<file path="src/rtl/button_router.sv">
// button_router: N_BTN active-low buttons -> sync, debounce, one-shot/auto-repeat, routed to N_DEST pulse vectors.
// Latency: press sampled at edge 0 -> btn_level after edge DB_CYCLES+1 -> pulse_out after edge DB_CYCLES+2.
// Backpressure: none; consumers must accept single-cycle pulses whenever they appear.
//
// Ports:
//   clk        system clock, all state on rising edge
//   rst        synchronous active-high reset
//   btn_n      raw asynchronous buttons, 0 = pressed
//   dest_sel   destination index for pulses fired this cycle
//   pulse_out  one-cycle press pulses; destination d occupies [d*N_BTN +: N_BTN]
//   btn_level  debounced button level, 1 = pressed
//   sel_err    dest_sel was out of range in the previous cycle
module button_router #(
  parameter int N_BTN         = 3,
  parameter int N_DEST        = 4,
  parameter int SEL_W         = 2,
  parameter int DB_CYCLES     = 4,
  parameter int DB_W          = 16,
  parameter int REPEAT_CYCLES = 0,
  parameter int RPT_W         = 24
) (
  input  logic                    clk,
  input  logic                    rst,
  input  logic [N_BTN-1:0]        btn_n,
  input  logic [SEL_W-1:0]        dest_sel,
  output logic [N_BTN*N_DEST-1:0] pulse_out,
  output logic [N_BTN-1:0]        btn_level,
  output logic                    sel_err
);

  typedef enum logic {
    ST_IDLE,
    ST_HELD
  } state_e;

  localparam logic [DB_W-1:0]  DB_LAST  = DB_W'(DB_CYCLES - 1);
  // Only meaningful when auto-repeat is enabled; clamped so the constant stays non-negative.
  localparam logic [RPT_W-1:0] RPT_LAST = RPT_W'((REPEAT_CYCLES > 0) ? REPEAT_CYCLES - 1 : 0);

  logic [N_BTN-1:0]        sync1_q, sync2_q;
  logic [N_BTN-1:0]        level_q, level_d;
  logic [DB_W-1:0]         db_cnt_q [N_BTN];
  logic [DB_W-1:0]         db_cnt_d [N_BTN];
  logic [RPT_W-1:0]        rpt_q    [N_BTN];
  logic [RPT_W-1:0]        rpt_d    [N_BTN];
  state_e                  state_q  [N_BTN];
  state_e                  state_d  [N_BTN];
  logic [N_BTN-1:0]        fire;
  logic [N_BTN*N_DEST-1:0] pulse_q, pulse_d;
  logic                    sel_err_q, sel_err_d;

  always_ff @(posedge clk) begin
    if (rst) begin
      sync1_q   <= '0;
      sync2_q   <= '0;
      level_q   <= '0;
      pulse_q   <= '0;
      sel_err_q <= 1'b0;
      for (int b = 0; b < N_BTN; b++) begin
        db_cnt_q[b] <= '0;
        rpt_q[b]    <= '0;
        state_q[b]  <= ST_IDLE;
      end
    end else begin
      sync1_q   <= ~btn_n;
      sync2_q   <= sync1_q;
      level_q   <= level_d;
      pulse_q   <= pulse_d;
      sel_err_q <= sel_err_d;
      for (int b = 0; b < N_BTN; b++) begin
        db_cnt_q[b] <= db_cnt_d[b];
        rpt_q[b]    <= rpt_d[b];
        state_q[b]  <= state_d[b];
      end
    end
  end

  // Debounce: the level only flips after DB_CYCLES consecutive disagreeing samples.
  always_comb begin
    for (int b = 0; b < N_BTN; b++) begin
      level_d[b]  = level_q[b];
      db_cnt_d[b] = '0;
      if (sync2_q[b] != level_q[b]) begin
        if (db_cnt_q[b] == DB_LAST) begin
          level_d[b] = ~level_q[b];
        end else begin
          db_cnt_d[b] = db_cnt_q[b] + DB_W'(1);
        end
      end
    end
  end

  // Channel FSM: fire on the debounced rising edge, then optionally every
  // REPEAT_CYCLES while held. Release is checked first so it beats a repeat.
  always_comb begin
    for (int b = 0; b < N_BTN; b++) begin
      state_d[b] = state_q[b];
      rpt_d[b]   = rpt_q[b];
      fire[b]    = 1'b0;
      case (state_q[b])
        ST_IDLE: begin
          if (level_q[b]) begin
            fire[b]    = 1'b1;
            state_d[b] = ST_HELD;
            rpt_d[b]   = '0;
          end
        end
        ST_HELD: begin
          if (!level_q[b]) begin
            state_d[b] = ST_IDLE;
            rpt_d[b]   = '0;
          end else if (REPEAT_CYCLES > 0) begin
            if (rpt_q[b] == RPT_LAST) begin
              fire[b]  = 1'b1;
              rpt_d[b] = '0;
            end else begin
              rpt_d[b] = rpt_q[b] + RPT_W'(1);
            end
          end
        end
        default: begin
          state_d[b] = ST_IDLE;
          rpt_d[b]   = '0;
        end
      endcase
    end
  end

  // Routing: only the selected destination slice sees this cycle's fires;
  // an out-of-range selector matches no slice, so the pulse is dropped.
  always_comb begin
    pulse_d   = '0;
    sel_err_d = (int'(dest_sel) >= N_DEST);
    for (int d = 0; d < N_DEST; d++) begin
      if (int'(dest_sel) == d) begin
        pulse_d[d*N_BTN +: N_BTN] = fire;
      end
    end
  end

  assign pulse_out = pulse_q;
  assign btn_level = level_q;
  assign sel_err   = sel_err_q;

endmodule
</file>
<file path="config.mk">
export PLATFORM = sky130hd
export DESIGN_NAME = button_router
export DESIGN_NICKNAME = d
export VERILOG_FILES = /design/src/rtl/button_router.sv
export SDC_FILE = /design/constraint.sdc
export NUM_CORES = 1
export LEC_CHECK = 0
export CORE_MARGIN = 2
export CORE_UTILIZATION = 51
export DETAILED_ROUTE_END_ITERATION = 8
export HOLD_SLACK_MARGIN = 0.06
export PLACE_DENSITY = 0.76
export SYNTH_ARGS = -nofsm -noshare
export SYNTH_HDL_FRONTEND = slang
export SYNTH_SLANG_ARGS = --single-unit
</file>
<file path="constraint.sdc">
create_clock -name clk -period 1.7 [get_ports clk]
set_input_delay 0.255 -clock clk [delete_from_list [all_inputs] [get_ports clk]]
set_output_delay 0.255 -clock clk [all_outputs]
set_load 0.01 [all_outputs]
</file>
* Word-level counts from Yosys, hierarchy flattened
Memory sizes are Yosys's and may differ from the RTL's. Index checks and enable logic that the tools add are counted.
Storage, ports and cells: flip-flop bits (word level) 21, memory bits (writable) 51, bits of input ports 7, output and inout port bits 16, word-level logic and storage cells 66, memories kept 2
Memories:
- db_cnt_q | words 3, width 16, rd ports 3, clocked after Yosys merged registers in 0, write ports 3, line 42 | logic [DB_W-1:0] db_cnt_q [N_BTN];
- state_q | words 3, width 1, rd ports 3, clocked after Yosys merged registers in 0, write ports 3, line 46 | state_e state_q [N_BTN];
Operators by class: add/subtract/negate cells 3, equal/unequal tests 9, mux-type cells 21, bitwise gates (word level) 14, reductions and logical operators 8
Operators by type and width (count):
- $mux 16 | 9
- $add 16x1->16 const B | 3
- $eq 16x2->1 const B | 3
- $mux 1 | 12
- $reduce_or 2->1 | 4
- $not 1->1 | 7
- $or 1x1->1 | 6
- $reduce_and 2->1 | 3
- $eq 2x2->1 const B | 2
- $ne 1x1->1 | 3
- $not 3->3 | 1
- $eq 2x1->1 const B | 1
- $logic_not 2->1 | 1

* Depth between registers and ports, before layout
Gate-level depths: netlist of run 1. An unclocked memory read counts as a cell.
depth after elaboration 5, mapped depth 7, mapped depth without buffers 5

* Worst setup path before layout of run 1
OpenSTA, ideal clock, no wires.
path type register to register, start memory db_cnt_q[0][0], end memory db_cnt_q[0][10], setup time 128 ps, data arrival time 1596 ps, data required time 1572 ps, setup slack -23 ps, cell stages (with the launch flop) 8, path buffers 2, clock period less this slack 1723 ps, path through dfxtp_1 ha_1 clkbuf_1 nor4b_1 nand4_1 nand2_1 clkbuf_1 nor2_1
RTL lines (line):
- from (decl) | 42

==> results of run 1 <==
[layout make-up]
class | instances | area share, %
Inverter | 3 | 0.321
Multi-Input combinational cell | 222 | 38.0
Tap cell | 70 | 2.50
Sequential cell | 72 | 41.2
Timing Repair Buffer | 46 | 11.7
Clock buffer | 10 | 3.64
Clock inverter | 6 | 2.68
[cells in the mapped netlist]
library cell / n / area [µm²]
a21oi_1: 5 / 25.0
and2_1: 2 / 12.5
and3_1: 6 / 37.5
and4_1: 2 / 17.5
buf_4: 1 / 7.51
clkbuf_1: 7 / 26.3
conb_1: 1 / 3.75
dfxtp_1: 72 / 1440
ha_1: 3 / 37.5
inv_1: 3 / 11.3
mux2i_1: 3 / 30.0
nand2_1: 13 / 48.8
nand2b_1: 5 / 31.3
nand3_1: 19 / 95.1
nand3_4: 1 / 17.5
nand4_1: 13 / 81.3
nand4_2: 1 / 12.5
nor2_1: 62 / 233
nor2b_1: 6 / 37.5
nor3_1: 13 / 65.1
nor4_1: 11 / 68.8
nor4b_1: 3 / 26.3
o21ai_0: 4 / 20.0
o31ai_1: 1 / 7.51
or2_2: 1 / 6.26
or3_1: 4 / 25.0
or4_1: 2 / 15.0
or4_4: 1 / 11.3
xnor2_1: 22 / 193
xor2_1: 18 / 158
[flip-flops by register name, indices dropped and copies added (netlist names)]
register and flops:
sync1_q 3, db_cnt_q 48, pulse_out 12, btn_level 3, sync2_q 3, state_q 3
[stage by stage]
step	hold WS (ns)	setup slack, ns
global route	0.437	0.000671
CTS	0.393	0.0352
floorplan	0.322	0.0257
finish	0.407	0.0622
global placement	0.418	0.107
detailed placement	0.425	0.0514
[where the power goes]
group / internal, mW / switching, mW / leakage (nW)
combinational: 0.0290 / 0.0281 / 0.518
sequential: 1.69 / 0.00377 / 0.582
clock: 0.833 / 0.644 / 0.107
[layer usage]
metal | vias to the layer above | part of all wire (%) | routed length, µm | track usage [%]
met5 | - | 0 | 0 | 0
met4 | 0 | 1.9 | 101 | 7.54
met3 | 14 | 4.3 | 229 | 8.39
met2 | 36 | 48 | 2570 | 29.7
met1 | 1076 | 46 | 2440 | 22.6
li1 | 1142 | - | - | -
[worst max-delay path, delay by kind of cell (launching register included)]
| kind | cells | cell delay (ns) |
|---|---|---|
| and+or+nand+nor | 3 | 0.89 |
| adders and majority gates | 1 | 0.20 |
| AOI/OAI and AO/OA | 1 | 0.14 |
| DFF | 1 | 0.34 |
[worst paths after layout]
check / slack (ns) / to / depth (start not counted) / start
max reg2reg: 0.06 / db_cnt_q[0][46]$_SDFF_PP0_ / 5 / db_cnt_q[0][32]$_SDFF_PP0_
max: 0.06 / db_cnt_q[0][46]$_SDFF_PP0_ / 5 / db_cnt_q[0][32]$_SDFF_PP0_
min reg2reg: 0.44 / sync2_q[1]$_SDFF_PP0_ / 1 / sync1_q[1]$_SDFF_PP0_
min: 0.41 / sync1_q[2]$_SDFF_PP0_ / 2 / btn_n[2]
[kinds of logic (layout without fill, tap and decap cells)]
family,count (synthesis),count (layout),share of synthesized area (%)
DFF,72,72,51.4
AOI/OAI and AO/OA,10,10,1.87
buffers and inverters,11,65,1.61
muxes,3,3,1.07
other,1,1,0.134
and+or+nand+nor,165,165,30.0
xor gates and xnor gates,40,40,12.5
adders and majority gates,3,3,1.34
==> reports/qor.csv, run 1 <==
metric,value,unit
drc,0,
slew_violations,0,
vias_per_cell,5.29,
ant_nets,0,
post_cts_buffers,0,
first_pass_iters,4,
die_w,78.1,µm
ir_drop,0.752,mV
period_share,96.3,%
cts_hold_buffers,0,
final_area,0.00351,mm²
area_growth,25.1,%
diodes,0,
finalHoldViolations,0,
tns,0,ns
worstSetupPathType,reg2reg,
setup_viol,0,
utilization,67.4,%
yosys_warnings,0,
cp.arrival,1.92,ns
grt_pass1_wl,9040,µm
path_clk_slew,0.08,ns
syn_inst,305,
crit_path_start_kind,flip-flop,
nNetsFinal,364,
core_area,0.00520,mm²
cts_root_buffer,clkbuf_8,
htreeDepth,3,
num_vias,2268,
initialDrtViolationCount,134,
clock_path_buffers,2,
cts_resized,0,
place_inst,413,
seq_area_frac_synth,51.4,%
leakagePower,1.21,nW
rsz0062_at_grt,no,
cts_sinks,72,
cts_tree,yes,
numPortBuffers,21,
avgSynthCellArea,9.19,µm²
post_drt_wl_per_cell,12.4,µm
seqCellArea,0.00144,mm²
grt-ovfl-total,0,
multiInputGateArea,0.00133,mm²
first_global_vias,2045,
fin_cells,429,
mappedNetlistNets,315,
layout_common_cells,"dfxtp_1 (70), nor2_1 (62), buf_4 (24)",
postPlaceCellArea,0.00327,mm²
synth_seq_cells,72,
finalClockSkew,0.00615,ns
die_h,78.1,µm
hp-class,in2reg,
cap_violations,0,
post-dp-hpwl,3670,µm
critPathSlowestCell,or4_4,
crit_path_cell_trace,ha_2 -> nand2_1 -> or2_2 -> or4_4 -> a21oi_2,
start_util,53.8,%
netlist_area,0.00280,mm²
wl,5340,µm
power,3.23,mW
gp_congestion,0.838,
drive_above_1_share,13.9,%
fillCellCount,436,
mostFrequentLayoutCell,dfxtp_1,
min_period,1.64,ns
powerDensity,922,mW/mm²
clk_latency,0.35,ns
status,"finished, final reports clean",
cts_buffers,9,
die-area,0.00610,mm²
rows,26,
timing.fmax,611,MHz
ys_types,30,
antenna_found_initial,0,
cp_max_fo,3,
crit_required,1.98,ns
grt_max_degree,16,
top_level_ports,23,
cp_slowest_stage_delay,0.52,ns
grtUsageTotal,18.9,%
critPathCaptureType,flip-flop,
No activity file was read; power rests on OpenSTA's default activity.
==> inputs of run 2 (changes only) <==
--- a/config.mk
+++ b/config.mk
@@ -6,10 +6,11 @@
 export NUM_CORES = 1
 export LEC_CHECK = 0
 export CORE_MARGIN = 2
-export CORE_UTILIZATION = 51
+export CORE_UTILIZATION = 48
 export DETAILED_ROUTE_END_ITERATION = 8
 export HOLD_SLACK_MARGIN = 0.06
-export PLACE_DENSITY = 0.76
+export PLACE_DENSITY = 0.73
+export SKIP_CTS_REPAIR_TIMING = 1
 export SYNTH_ARGS = -nofsm -noshare
 export SYNTH_HDL_FRONTEND = slang
 export SYNTH_SLANG_ARGS = --single-unit
==> reports/qor.csv, run 2 (synthesis results as in run 1) <==
metric,value,unit,change
hp-class,in2reg,,
path_clk_slew,0.08,ns,about the same
first_global_vias,2063,,+0.88%
antenna_found_initial,0,,unchanged
whs_path_depth,2,,unchanged
status,"finished, final reports clean",,
drive_above_1_share,13.8,%,-0.12 points
slew_violations,0,,unchanged
met3_wirelength,207,µm,-9.6%
top_level_ports,23,,unchanged
drc,0,,unchanged
powerDensity,872,mW/mm²,-5.4%
crit_required,1.99,ns,about the same
leakagePower,1.17,nW,-3.4%
grt_max_degree,16,,unchanged
fin_cells,427,,-0.47%
reg2reg_slack,0.06,ns,about the same
ir_drop,0.652,mV,-13%
critPathCaptureType,flip-flop,,
highest_layer,met4,,
crit_path_start_kind,flip-flop,,
fillCellCount,490,,+12%
largest_reg_flops,48,,unchanged
core_area,0.00557,mm²,+7.1%
clk_latency,0.36,ns,about the same
cp.arrival,1.92,ns,about the same
area_growth,23.0,%,
final_area,0.00345,mm²,-1.7%
reg2regPathDepth,5,,unchanged
cts_tree,yes,,
period_share,96.4,%,about the same
num_vias,2211,,-2.5%
min_period,1.64,ns,+0.000620 ns
die_w,80.4,µm,+2.9%
gp_congestion,0.889,,+6.1%
die_h,80.4,µm,+2.9%
start_util,50.3,%,-3.6 points
post_drt_wl_per_cell,12.4,µm,-0.70%
ant_nets,0,,unchanged
htreeDepth,3,,unchanged
rsz0062_at_grt,yes,,
nNetsFinal,360,,-1.1%
cp_max_fo,3,,unchanged
dr_wl_met2,2440,µm,-5.0%
setup_ws,0.0616,ns,-0.000620 ns
cts_sinks,72,,unchanged
power,3.00,mW,-7.0%
cts_root_buffer,clkbuf_8,,
cap_violations,0,,unchanged
wl,5280,µm,-1.2%
grt_pass1_wl,8800,µm,-2.7%
rows,27,,+3.8%
grtUsageTotal,17.6,%,-1.2 points
die-area,0.00647,mm²,+5.9%
first_pass_iters,4,,unchanged
finalClockSkew,0.00950,ns,+0.00334 ns
largest_register,db_cnt_q,,
dpl_worst_slack,0.0731,ns,+0.0216 ns
grt-ovfl-total,0,,unchanged
finalHoldViolations,0,,unchanged
post-dp-hpwl,3530,µm,-3.7%
layout_common_cells,"dfxtp_1 (68), nor2_1 (62), xnor2_1 (22)",,
vias_per_cell,5.18,,-2.1%
postPlaceCellArea,0.00322,mm²,-1.5%
setup_viol,0,,unchanged
wl_met1,2530,µm,+3.9%
diodes,0,,unchanged
place_inst,410,,-0.73%
mostFrequentLayoutCell,dfxtp_1,,
timing.fmax,610,MHz,about the same
numPortBuffers,21,,unchanged
cts_buffers,9,,unchanged
clock_path_buffers,2,,unchanged
initialDrtViolationCount,110,,-18%
worstSetupPathType,reg2reg,,
## run 2: final cells by class
type	count	area (µm²)	area share (%)
Sequential cell	72	1450	42.0
Multi-Input combinational cell	222	1340	38.8
Timing Repair Buffer	42	375	10.9
Clock buffer	9	124	3.59
Tap cell	72	90.1	2.61
Clock inverter	7	61.3	1.78
Inverter	3	11.3	0.327
## run 2: power by group
part | internal (mW) | leakage (nW) | switching [mW]
sequential | 1.69 | 0.583 | 0.00392
combinational | 0.0276 | 0.495 | 0.0283
clock | 0.556 | 0.0888 | 0.696
## run 2: per-stage QoR
step,setup TNS (ns),hold WS (ns),util (%)
after detailed placement,0,0.424,57.8
after floorplan,0,0.322,-
after global placement,0,0.418,57.8
final,0,0.400,61.8
after global routing,-0.0550,0.415,61.8
after CTS,0,0.389,61.1
## run 2: worst paths after layout
kind	to	start
hold reg to reg	db_cnt_q[0][0]$_SDFF_PP0_	db_cnt_q[0][0]$_SDFF_PP0_
hold / removal	sync1_q[2]$_SDFF_PP0_	btn_n[2]
setup / recovery	db_cnt_q[0][30]$_SDFF_PP0_	db_cnt_q[0][16]$_SDFF_PP0_
setup reg to reg	db_cnt_q[0][30]$_SDFF_PP0_	db_cnt_q[0][16]$_SDFF_PP0_
## run 2: routing by layer
layer / track usage [%] / up-vias
met5: 0 / -
met4: 10.0 / 0
met3: 4.83 / 11
met2: 27.3 / 46
met1: 22.1 / 1015
li1: - / 1139
## run 2: worst max-delay path, stage by stage, from the launching register on
cell	delay, ns
dfxtp_1	0.34
ha_1	0.18
nand2_2	0.07
or4_1	0.52
or3_1	0.32
a21oi_1	0.14
==> inputs of run 3 (changes only) <==
--- a/config.mk
+++ b/config.mk
@@ -5,11 +5,12 @@
 export SDC_FILE = /design/constraint.sdc
 export NUM_CORES = 1
 export LEC_CHECK = 0
+export ABC_AREA = 1
 export CORE_MARGIN = 2
 export CORE_UTILIZATION = 48
 export DETAILED_ROUTE_END_ITERATION = 8
 export HOLD_SLACK_MARGIN = 0.06
-export PLACE_DENSITY = 0.73
+export PLACE_DENSITY = 0.72
 export SKIP_CTS_REPAIR_TIMING = 1
 export SYNTH_ARGS = -nofsm -noshare
 export SYNTH_HDL_FRONTEND = slang
==> reports/qor.csv, run 3 <==
metric,value,unit,change
critPathCaptureType,primary output,,
synth_edf_count,0,,unchanged
first_global_vias,2344,,+14%
synth_compound_area_share,4.83,%,+3.0 points
avgSynthCellArea,7.29,µm²,-21%
initialDrtViolationCount,107,,-2.7%
ant_nets,0,,unchanged
rows,30,,+11%
crit_buf_inv,1,,+1
leakagePower,1.24,nW,+6.2%
synth_top_area_share,43.9,%,-7.6 points
layout_common_cells,"nor2_1 (117), nand2_1 (88), dfxtp_1 (71)",,
timing.fmax,608,MHz,-0.43%
cts_tree,yes,,
nNetsFinal,489,,+36%
r2r_start,db_cnt_q[0][16]$_SDFF_PP0_,,
ir_drop,0.416,mV,-36%
htreeDepth,3,,unchanged
setup_viol,0,,unchanged
fillCellCount,613,,+25%
path_clk_slew,0.08,ns,about the same
synthSimpleGateAreaFrac,37.1,%,+7.1 points
post_drt_wl_per_cell,10.7,µm,-14%
hold_path_end,sync2_q[0]$_SDFF_PP0_,,
die_w,86.8,µm,+7.9%
multiInputGateArea,0.00163,mm²,+22%
synth_ff_type,dfxtp_1,,
grt_pass1_wl,10500,µm,+19%
finalClockSkew,0.00866,ns,-0.000835 ns
p_switching,0.710,mW,-2.5%
grt-ovfl-total,0,,unchanged
reg2regPathDepth,6,,+1
finalHoldViolations,0,,unchanged
path_delay_family,buffers and inverters,,
synth_top_area_cell,dfxtp_1,,
mappedNetlistNets,461,,+46%
hold_path.startpoint,sync1_q[0]$_SDFF_PP0_,,
area_growth,15.5,%,
mostFrequentLayoutCell,nor2_1,,
synth.area.top_cells,"dfxtp_1 (44%), nor2_1 (13%), nand2_1 (10%)",,
die-area,0.00753,mm²,+16%
clock_path_buffers,2,,unchanged
post-dp-hpwl,4450,µm,+26%
status,"finished, final reports clean",,
hp-class,reg2reg,,
cts_sinks,72,,unchanged
seqCellArea,0.00144,mm²,-0.26%
postPlaceCellArea,0.00355,mm²,+10%
largest_register,db_cnt_q,,
antenna_found_initial,0,,unchanged
core_area,0.00672,mm²,+21%
crit_path_start_kind,flip-flop,,
netlist_area,0.00329,mm²,+17%
p_sw_share,20.9,%,-3.4 points
grtUsageTotal,17.8,%,+0.13 points
numPortBuffers,21,,unchanged
clk_latency,0.35,ns,about the same
worstSetupPathType,reg2out,,
die_h,86.8,µm,+7.9%
synthAdderAreaFrac,1.14,%,-0.20 points
num_vias,2727,,+23%
ys_types,25,,-17%
crit_required,1.44,ns,-0.55 ns
r2r_end,db_cnt_q[0][25]$_SDFF_PP0_,,
wl,6030,µm,+14%
cp_max_fo,5,,+2
slew_violations,0,,unchanged
cts_root_buffer,clkbuf_8,,
yosys_warnings,0,,unchanged
synth_top_family_by_area,simple AND/OR/NAND/NOR gates,,
cp.arrival,1.39,ns,-0.53 ns
min_period,1.65,ns,+0.00705 ns
vias_per_cell,4.84,,-6.6%
ys_top_cells_by_count,"nor2_1 (117), nand2_1 (88), dfxtp_1 (72)",,
diodes,0,,unchanged
pwr-share-comb,1.7,%,-0.2 points
synth_seq_cells,72,,unchanged
powerDensity,896,mW/mm²,+2.8%
p_int,2.69,mW,+18%
synth.area.mux_share,0,%,-1.1 points
crit_path_cell_trace,clkdlybuf4s50_1,,
whs_path_depth,2,,unchanged
clkPwrFrac,48.4,%,+6.7 points
tns,0,ns,unchanged
seqPwrFrac,49.9,%,-6.6 points
async_flop_share,0,%,unchanged
period_share,96.8,%,+0.41 points
drc,0,,unchanged
top_level_ports,23,,unchanged
reg2reg_slack,0.24,ns,+0.18 ns
final_area,0.00380,mm²,+10%
syn_inst,451,,+48%
cap_violations,0,,unchanged
cts_buffers,9,,unchanged
largest_reg_flops,48,,unchanged
synth_xor_xnor_area_share,6.40,%,-6.1 points
critPathSlowestCell,clkdlybuf4s50_1,,
rsz0062_at_grt,no,,
drive_above_1_share,11.6,%,-2.2 points
gp_congestion,0.811,,-8.8%
start_util,48.9,%,-1.4 points
seq_area_frac_synth,43.9,%,-7.6 points
synth_most_common_cell,nor2_1,,
first_pass_iters,4,,unchanged
cp_slowest_stage_delay,0.58,ns,+0.06 ns
grt_max_degree,17,,+1
[run 3: changes by cell type in the layout (fill, tap and decap cells not counted), moves of 13 or more]
cell | before | now
a21oi_1 | 5 | 18
buf_4 | 19 | 1
inv_1 | 3 | 39
nand2_1 | 11 | 88
nor2_1 | 62 | 117
nor3_1 | 13 | 0
xnor2_1 | 22 | 8
[run 3: how the worst max path moves through the flow]
stage | from | end | depth (start not counted)
after floorplan | db_cnt_q[0][16]$_SDFF_PP0_ | db_cnt_q[0][25]$_SDFF_PP0_ | 7
after global routing | btn_level[0]$_SDFFE_PP0P_ | btn_level[0] | 1
after global placement | rst | db_cnt_q[0][25]$_SDFF_PP0_ | 6
after CTS | btn_level[2]$_SDFFE_PP0P_ | btn_level[2] | 1
final | btn_level[0]$_SDFFE_PP0P_ | btn_level[0] | 1
after detailed placement | rst | db_cnt_q[0][40]$_SDFF_PP0_ | 6
[run 3: power by group through the flow]
stage	clock network, mW	logic, mW	registers (mW)
detailed placement	0	0.0585	1.74
global route	1.76	0.0662	1.70
global placement	0	0.0578	1.74
floorplan	0	0.0401	1.74
CTS	1.68	0.0589	1.70
finish	1.65	0.0582	1.70
[run 3: cells by family after synthesis]
family | Yosys count
flip-flops | 72
other | 1
adder cells (fa/ha/maj) | 3
AO/OA/AOI/OAI | 28
AND/OR/NAND/NOR | 276
buffers and inverters | 47
XOR/XNOR | 24
[run 3: final cells by class]
class,count,share of cell area [%]
Clock buffer,9,3.26
Clock inverter,7,3.13
Inverter,42,4.28
Multi-Input combinational cell,332,42.9
Sequential cell,72,38.0
Tap cell,80,2.64
Timing Repair Buffer,22,5.74
[run 3: per-layer routing]
layer | part of all wire (%) | vias up | track usage, %
met2 | 43 | 46 | 26.8
met4 | 2.2 | 0 | 9.38
met1 | 52 | 1203 | 23.7
li1 | - | 1466 | -
met5 | 0 | - | 0
met3 | 3.4 | 12 | 4.00
[run 3: through the flow]
| step | power [mW] | setup slack, ns | cells | util (%) | hold slack (ns) |
|---|---|---|---|---|---|
| 3_3_place_gp | 1.80 | 0.141 | 548 | 52.9 | 0.392 |
| 2_1_floorplan | 1.78 | 0.452 | 451 | - | 0.322 |
| 5_1_grt | 3.52 | 0.0180 | 564 | 56.5 | 0.425 |
| 6_report | 3.40 | 0.0545 | 564 | 56.5 | 0.408 |
| 4_1_cts | 3.44 | 0.0413 | 564 | 56.5 | 0.398 |
| 3_5_place_dp | 1.80 | 0.109 | 548 | 52.9 | 0.397 |
